[src/rtl/syscon_ctrl.sv]
// syscon_ctrl: Wishbone system-control slave (ID, LEDs, reset-domain sequencer, lock status/irq, scratch, cycle counter)
// Ports:
//   wb_clk, wb_rst_n        clock and asynchronous active-low reset
//   wb_cyc_i..wb_sel_i      Wishbone slave request (byte address, byte-lane selects)
//   wb_dat_o, wb_ack_o,     Wishbone response; ack for registers 0x00-0x18, err for 0x1C,
//   wb_err_o, wb_rty_o      rty never asserted
//   locked                  PLL lock, asynchronous to wb_clk
//   leds                    LED drive from the LED register
//   domain_rst_o            active-high downstream resets, released in index order
//   irq                     level interrupt: LOCK_LOST & IRQ_EN
module syscon_ctrl #(
    parameter logic [31:0] SLAVE_ADDRESS = 32'h0000_0000,
    parameter int          aw            = 32,
    parameter int          dw            = 32,
    parameter int          NUM_LEDS      = 2,
    parameter int          NUM_DOMAINS   = 4,
    parameter int          RST_STRETCH   = 16,
    parameter logic [31:0] ID_VALUE      = 32'h5359_5343
) (
    input  logic                   wb_clk,
    input  logic                   wb_rst_n,
    input  logic                   wb_cyc_i,
    input  logic                   wb_stb_i,
    input  logic                   wb_we_i,
    input  logic [aw-1:0]          wb_adr_i,
    input  logic [dw-1:0]          wb_dat_i,
    input  logic [3:0]             wb_sel_i,
    output logic [dw-1:0]          wb_dat_o,
    output logic                   wb_ack_o,
    output logic                   wb_err_o,
    output logic                   wb_rty_o,
    input  logic                   locked,
    output logic [NUM_LEDS-1:0]    leds,
    output logic [NUM_DOMAINS-1:0] domain_rst_o,
    output logic                   irq
);
    typedef enum logic [1:0] {WAIT_LOCK, HOLD, RELEASE, IDLE} state_t;
    localparam logic [15:0] STRETCH_M1 = 16'(RST_STRETCH - 1);
    state_t                 state, state_d;
    logic [15:0]            cnt, cnt_d;
    logic [2:0]             idx, idx_d;
    logic [NUM_DOMAINS-1:0] drst_d, mask, mask_d;
    logic [31:0]            scratch, scratch_d, cycle_cnt, rdata;
    logic [2:0]             off;
    logic                   hit, req, wr, start, lock_fall;
    logic                   sync1, locked_sync, locked_prev, lock_lost, irq_en;
    logic                   unused_adr;
    assign unused_adr = ^wb_adr_i[1:0];
    assign wb_rty_o   = 1'b0;
    assign hit        = wb_adr_i[aw-1:5] == SLAVE_ADDRESS[aw-1:5];
    assign off        = wb_adr_i[4:2];
    // Gating on the registered terminations makes a held strobe terminate every other cycle.
    assign req        = wb_cyc_i & wb_stb_i & hit & ~wb_ack_o & ~wb_err_o;
    assign wr         = req & wb_we_i & (off != 3'd7);
    assign start      = wr & (off == 3'd2) & wb_sel_i[0] & wb_dat_i[0];
    assign lock_fall  = locked_prev & ~locked_sync;
    // MASK is forwarded so a write carrying both MASK and START uses the new mask.
    assign mask_d     = (wr && off == 3'd2 && wb_sel_i[1]) ? wb_dat_i[8 +: NUM_DOMAINS] : mask;
    always_comb begin
        scratch_d = scratch;
        for (int b = 0; b < 4; b++)
            if (wr && off == 3'd5 && wb_sel_i[b]) scratch_d[8*b +: 8] = wb_dat_i[8*b +: 8];
    end
    always_comb begin
        case (off)
            3'd0:    rdata = ID_VALUE;
            3'd1:    rdata = 32'(leds);
            3'd2:    rdata = 32'({mask, 8'h00});
            3'd3:    rdata = {29'd0, state != IDLE, lock_lost, locked_sync};
            3'd4:    rdata = {31'd0, irq_en};
            3'd5:    rdata = scratch;
            3'd6:    rdata = cycle_cnt;
            default: rdata = '0;
        endcase
    end
    always_comb begin
        state_d = state;
        cnt_d   = cnt;
        idx_d   = idx;
        drst_d  = domain_rst_o;
        if (lock_fall) begin
            state_d = WAIT_LOCK;
            drst_d  = '1;
        end else begin
            case (state)
                WAIT_LOCK: if (locked_sync) begin
                    state_d = HOLD;
                    cnt_d   = STRETCH_M1;
                    idx_d   = 3'd0;
                end
                HOLD, RELEASE: if (cnt == 16'd0) begin
                    for (int d = 0; d < NUM_DOMAINS; d++)
                        if (idx == 3'(d)) drst_d[d] = 1'b0;
                    idx_d   = idx + 3'd1;
                    cnt_d   = STRETCH_M1;
                    state_d = (idx == 3'(NUM_DOMAINS - 1)) ? IDLE : RELEASE;
                end else begin
                    cnt_d = cnt - 16'd1;
                end
                default: if (start) begin
                    drst_d  = domain_rst_o | mask_d;
                    state_d = HOLD;
                    cnt_d   = STRETCH_M1;
                    idx_d   = 3'd0;
                end
            endcase
        end
    end
    always_ff @(posedge wb_clk or negedge wb_rst_n) begin
        if (!wb_rst_n) begin
            state        <= WAIT_LOCK;
            cnt          <= '0;
            idx          <= '0;
            domain_rst_o <= '1;
            sync1        <= 1'b0;
            locked_sync  <= 1'b0;
            locked_prev  <= 1'b0;
            wb_ack_o     <= 1'b0;
            wb_err_o     <= 1'b0;
            wb_dat_o     <= '0;
            leds         <= '0;
            mask         <= '1;
            scratch      <= '0;
            irq_en       <= 1'b0;
            lock_lost    <= 1'b0;
            irq          <= 1'b0;
            cycle_cnt    <= '0;
        end else begin
            state        <= state_d;
            cnt          <= cnt_d;
            idx          <= idx_d;
            domain_rst_o <= drst_d;
            sync1        <= locked;
            locked_sync  <= sync1;
            locked_prev  <= locked_sync;
            wb_ack_o     <= req & (off != 3'd7);
            wb_err_o     <= req & (off == 3'd7);
            wb_dat_o     <= (req & ~wb_we_i) ? rdata : '0;
            if (wr && off == 3'd1 && wb_sel_i[0]) leds <= wb_dat_i[NUM_LEDS-1:0];
            mask         <= mask_d;
            scratch      <= scratch_d;
            if (wr && off == 3'd4 && wb_sel_i[0]) irq_en <= wb_dat_i[0];
            // A lock loss in the same cycle as a W1C clear keeps the flag set.
            lock_lost    <= lock_fall | (lock_lost & ~(wr && off == 3'd3 && wb_sel_i[0] && wb_dat_i[1]));
            irq          <= lock_lost & irq_en;
            cycle_cnt    <= cycle_cnt + 32'd1;
        end
    end
endmodule

[config.mk]
export PLATFORM = sky130hd
export DESIGN_NAME = syscon_ctrl
export DESIGN_NICKNAME = d
export VERILOG_FILES = /design/src/rtl/syscon_ctrl.sv
export SDC_FILE = /design/constraint.sdc
export NUM_CORES = 1
export LEC_CHECK = 0
export ABC_AREA = 1
export BUFFER_PORTS_ARGS = -buffer_cell sky130_fd_sc_hd__buf_2
export CAP_MARGIN = 20
export CORE_MARGIN = 2
export CORE_UTILIZATION = 50
export CTS_BUF_LIST = sky130_fd_sc_hd__clkbuf_4 sky130_fd_sc_hd__clkbuf_8
export CTS_CLUSTER_DIAMETER = 200
export DETAILED_ROUTE_END_ITERATION = 8
export PLACE_DENSITY_LB_ADDON = 0.08
export SYNTH_ARGS = -nofsm -noshare
export SYNTH_HDL_FRONTEND = slang
export SYNTH_SLANG_ARGS = --single-unit
[constraint.sdc]
create_clock -name wb_clk -period 3.67 [get_ports wb_clk]
set_input_delay 0.1835 -clock wb_clk [delete_from_list [all_inputs] [get_ports wb_clk]]
set_output_delay 0.1835 -clock wb_clk [all_outputs]
set_load 0.02 [all_outputs]
==> After elaboration in Yosys (flattened, before gate mapping) <==
Index checks and enable logic that the tools add are counted.
{ "word_totals": {"ff_bits": 135, "latch_bits": 0, "ramBits": 0, "romBits": 0, "in_bits": 74, "elab_cells": 127, "memories": 0} }
{ "classes": {"n_addsub": 3, "multipliers": 0, "div_mod_pow": 0, "n_lt_le_gt_ge": 0, "n_eq_ne": 23, "n_shift": 0, "mux": 25, "n_bitwise": 23, "reduce_logical": 30} }
{ "ops": {"columns": ["cell", "count"], "rows": [
  ["case mux 32 bit (7 select lines)", 1],
  ["2-to-1 mux 16 bit", 3],
  ["adder 32 x 1 -> 32 bit, second input constant", 1],
  ["2-to-1 mux 32 bit", 1],
  ["case mux 16 bit (2 select lines)", 1],
  ["logical NOT 27 bit", 1],
  ["!= test 3 bit, second input constant", 7],
  ["AND reduction 4 bit", 5],
  ["logical NOT 16 bit", 1],
  ["2-to-1 mux 4 bit", 4],
  ["subtractor 16 x 1 -> 16 bit, second input constant", 1],
  ["bitwise AND 1 bit", 15],
  ["logical AND 1 bit", 14],
  ["== test 3 x 2 -> 1 bit, second input constant", 4],
  ["== test 3 bit, second input constant", 4],
  ["2-to-1 mux 3 bit", 3],
  ["2-to-1 mux 2 bit", 4],
  ["!= test 2 bit, second input constant", 4],
  ["case mux 4 bit (2 select lines)", 1],
  ["== test 3 x 1 -> 1 bit, second input constant", 2],
  ["logical NOT 3 bit", 2],
  ["inverter 1 bit", 6],
  ["case mux 3 bit (2 select lines)", 1],
  ["AND reduction 3 bit", 2],
  ["11 further kinds", 16]
]} }

==> Longest topological paths before layout <==
{ "logic_depth": {"word_depth": 13, "mapped_depth": 13} }

==> Worst setup path after synthesis <==
Ideal clock, no wire load.
{ "synth_path": {"path_kind": "register to register", "from": "register state[0]", "to": "register state[0]", "setup_time_ps": 128, "arrival_ps": 1653, "required_time_ps": 3542, "setup_slack_ps": 1890, "path_stages_with_launch": 11, "n_path_buf": 1, "synth_period_minus_slack_ps": 1780, "path_cell_list": "dfrtp_1 -> inv_1 -> ha_1 -> buf_2 -> clkinv_1 -> nor2_1 -> inv_1 -> a21oi_1 -> inv_1 -> nand2_1 -> o21ai_0"} }
{ "synth_between": {"elab_chain_len": 4, "elab_cells_between_ends": 10, "cone_classes": "eq/ne: 4; mux: 2; reduce/logical: 4"} }
{ "synth_lines": {"columns": ["item", "line", "source"], "rows": [
  ["from (decl)", "39", "state_t state, state_d;"],
  ["from (signal assigned)", "129", "state <= state_d;"],
  ["== test 2 x 1 -> 1 bit or == test 2 bit (tied branches)", "85", "case (state)"],
  ["OR reduction 2 bit", "85", null],
  ["!= test 3 bit (no line) (tied with other cells)", null, null],
  ["AND reduction 3 bit (no line) or 2-to-1 mux 2 bit (tied branches)", null, null]
]} }
Several ways; a longest one is shown, not always the timed one.
A chain may end at the register's enable or synchronous reset.

==> Worst setup path after layout <==
{ "layout_path": {"from": "register state[0]", "to": "register state[1]"} }
The elaborated chain is that of the path after synthesis.

==> results.md <==
- DRT Pass-1 Iters: 6
- Reg2reg start: state[0]
- Fin area: 7980 um^2
- CP endpoint kind: register
- Top cell by count, worst path: inv_1
- Initial drt markers: 458
- FMAX: 438 MHz
- Worst Setup EP: state[1]
- DR vias: 5662
- CTS buffer count: 17
- Reg2Reg Capture Point: state[1]
- DP Cell Count: 1048
- Worst path max stage delay: 0.47 ns
- Final min period: 2.28 ns
- Fin. max-slew vios: 0
- RSZ-0062 raised after global routing: no
- Clk pin slew, worst setup/hold paths: 0.07 ns
- Clock skew: 0.0128 ns
- Die X: 118 um
- CTS Buffer Depth: 2
- VDD IR max: 408 uV
- Dpl cell area: 7270 um^2
- Die area: 14000 um^2
- Final ANT Viol Nets: 0
- Crit path max fanout: 10
- Placer's final routability congestion estimate: 0.888
- Async SR Flop Fraction: 1.00
- EDFF count, synth: 0
- Synth unique cells: 40
- First-pass GRT wire length: 26200 um
- Worst r2r path cells: 10
- Synth Register Bits: 135
- Hold WC Path Type: input pin to register
- Worst setup SP type: register
- GRT overflow: 0
- Num ports: 116
- Via density: 5.12
- Outcome: finished, final reports clean
- Post-route DRC: 0
- Post-Syn Instances: 779
- Most frequent cells in the layout: nand2_1, dfrtp_1, buf_2
- Final setup fails: 0
- Diode count: 0
- Power Density: 533 nW/um^2
- H-Tree Depth: 4
- CP arrival: 2.64 ns
- DP HPWL: 11000 um
- Final Hold Vio Count: 0
- CP max-delay cell: ha_1
- Gr usage total: 0.233
- Max Cap Viol: 0
- Initial antenna violation count: 0
- DIE HEIGHT: 118 um
- Required @ worst endpoint: 4.03 ns
- Setup Buffers After CTS: 0
- Total power: 0.00425 W
- CTS tree: done
- Sequential cell area fraction in the yosys report: 0.519
- Warnings from Yosys: 0
- Synthesized cell area: 6530 um^2
- Top_reg_cell synth: dfrtp_1
- Post-route setup TNS: 0 ns
- Core area: 12700 um^2
- Initial Util: 0.515
- Layout fillers: 1119
- Relative slew margins: 0.371
- Nets@finish: 1005
- Vias in the first global route: 5624
- WL/cell: 13.9 um
- Most common cell after layout, fill and taps aside: nand2_1
- Setup WS post-layout: 1.39 ns
- Worst-Margin Slew: 0.943 ns
- Largest net degree at the start of global routing: 76
- Final period utilization: 0.622
- Worst-Skew Late Latency: 0.44 ns
- Fraction of layout cells with a size suffix above 1: 0.203
- Clk sinks: 135
- Setup WS pre-CTS: 1.39 ns
- Register area: 3390 um^2
- CP startpoint: state[0]
- Finished Layout Cells: 1105
- CP Class: register to register
- Avg Cell Area, Syn: 8.38 um^2
- Area of the multi-input gates: 2820 um^2
- Clock root cell: clkbuf_8
- CP Cell Sequence: inv_1, ha_1, clkinv_1, nor2_1, inv_1, a21oi_1, inv_1, nand2_1, nand2_1, o21ai_0
- Mapped Nets: 863
- Final wirelength: 15400 um
- # port buffers: 112
- Static leakage: 3.98 nW
- Layout area overhead: 22.2%
- R2R Setup Slk: 1.39 ns
- Row count: 41
[timing repair]
action,4_1_cts,5_1_grt
resized for setup,0,0
hold buffers,26,0
setup endpoints to repair,0,0
hold endpoints to repair,91,0
[where the power goes]
| group | internal (W) | leakage (nW) | switching (W) |
|---|---|---|---|
| clock | 0.000804 | 0.228 | 0.000554 |
| sequential | 0.00163 | 1.82 | 0.000101 |
| combinational | 0.000389 | 1.94 | 0.000775 |
[metrics by stage]
step           hold slack, ns  utilization
2_1_floorplan          -0.112            -
3_3_place_gp            0.292        0.574
3_5_place_dp            0.297        0.574
4_1_cts               0.00153        0.630
5_1_grt               0.00828        0.630
6_report              0.00936        0.630
[synthesized netlist by cell type, types with 3 or more instances]
cell / number / share of area
nand2_1: 242 / 0.14
dfrtp_1: 127 / 0.49
nor2_1: 82 / 0.047
inv_1: 59 / 0.034
nand3_1: 49 / 0.038
o21ai_0: 29 / 0.022
xor2_1: 29 / 0.039
a21oi_1: 21 / 0.016
a31oi_1: 15 / 0.014
nor3_1: 14 / 0.011
nand4_1: 13 / 0.012
xnor2_1: 12 / 0.016
clkbuf_1: 10 / 0.0057
ha_1: 10 / 0.019
dfstp_2: 8 / 0.032
nand2_2: 7 / 0.0067
nor2_2: 7 / 0.0067
o21ai_1: 6 / 0.0046
inv_2: 4 / 0.0023
buf_2: 3 / 0.0023
buf_4: 3 / 0.0034
nor2_4: 3 / 0.0052
nor3_2: 3 / 0.0046
[registers in the layout, indices dropped and copies added (netlist names), 2 cells and up]
signal and cells:
state 2, cnt 16, mask 4, cycle_cnt 32, scratch 32, leds 2, idx 3, domain_rst_o 4
wb_dat_o 32
[layout make-up]
cell class              instances  share of cell area
repair buffers                142               0.109
multi-input cells             561               0.353
clock buffers                  25              0.0423
flip-flops and latches        135               0.425
inverters                      64              0.0301
clock inverters                 6              0.0140
well taps                     172              0.0270
[worst min-delay path by stage]
stage | slack, ns | cells past startpoint | start | end
3_3_place_gp | 0.29 | 1 | locked | sync1
4_1_cts | 0.002 | 3 | wb_dat_i[27] | scratch[27]
2_1_floorplan | -0.11 | 0 | wb_rst_n | cnt[0]
6_report | 0.009 | 3 | wb_dat_i[27] | scratch[27]
5_1_grt | 0.008 | 3 | wb_dat_i[19] | scratch[19]
3_5_place_dp | 0.30 | 1 | locked | sync1
[layer usage]
metal / GRT usage / share of wire / up-vias
li1: - / - / 2782
met1: 0.305 / 0.44 / 2717
met2: 0.389 / 0.50 / 138
met3: 0.0410 / 0.042 / 25
met4: 0.0843 / 0.019 / 0
met5: 0 / 0 / -
[cells by family after synthesis]
group	Yosys count	share of synthesized area
and+or+nand+nor	429	0.287
DFF	135	0.519
buffers and inverters	83	0.0512
AOI/OAI and AO/OA	80	0.0686
xor gates and xnor gates	41	0.0550
adders and majority gates	10	0.0192
other	1	0.000574
[critical path: cells and delay by family (launching register included)]
| family | cells | cell delay (ns) |
|---|---|---|
| flip-flops | 1 | 0.38 |
| AO/OA/AOI/OAI | 2 | 0.24 |
| AND/OR/NAND/NOR | 3 | 0.47 |
| adder cells (fa/ha/maj) | 1 | 0.47 |
| buffers and inverters | 4 | 0.62 |
No activity file was read; power rests on OpenSTA's default activity.
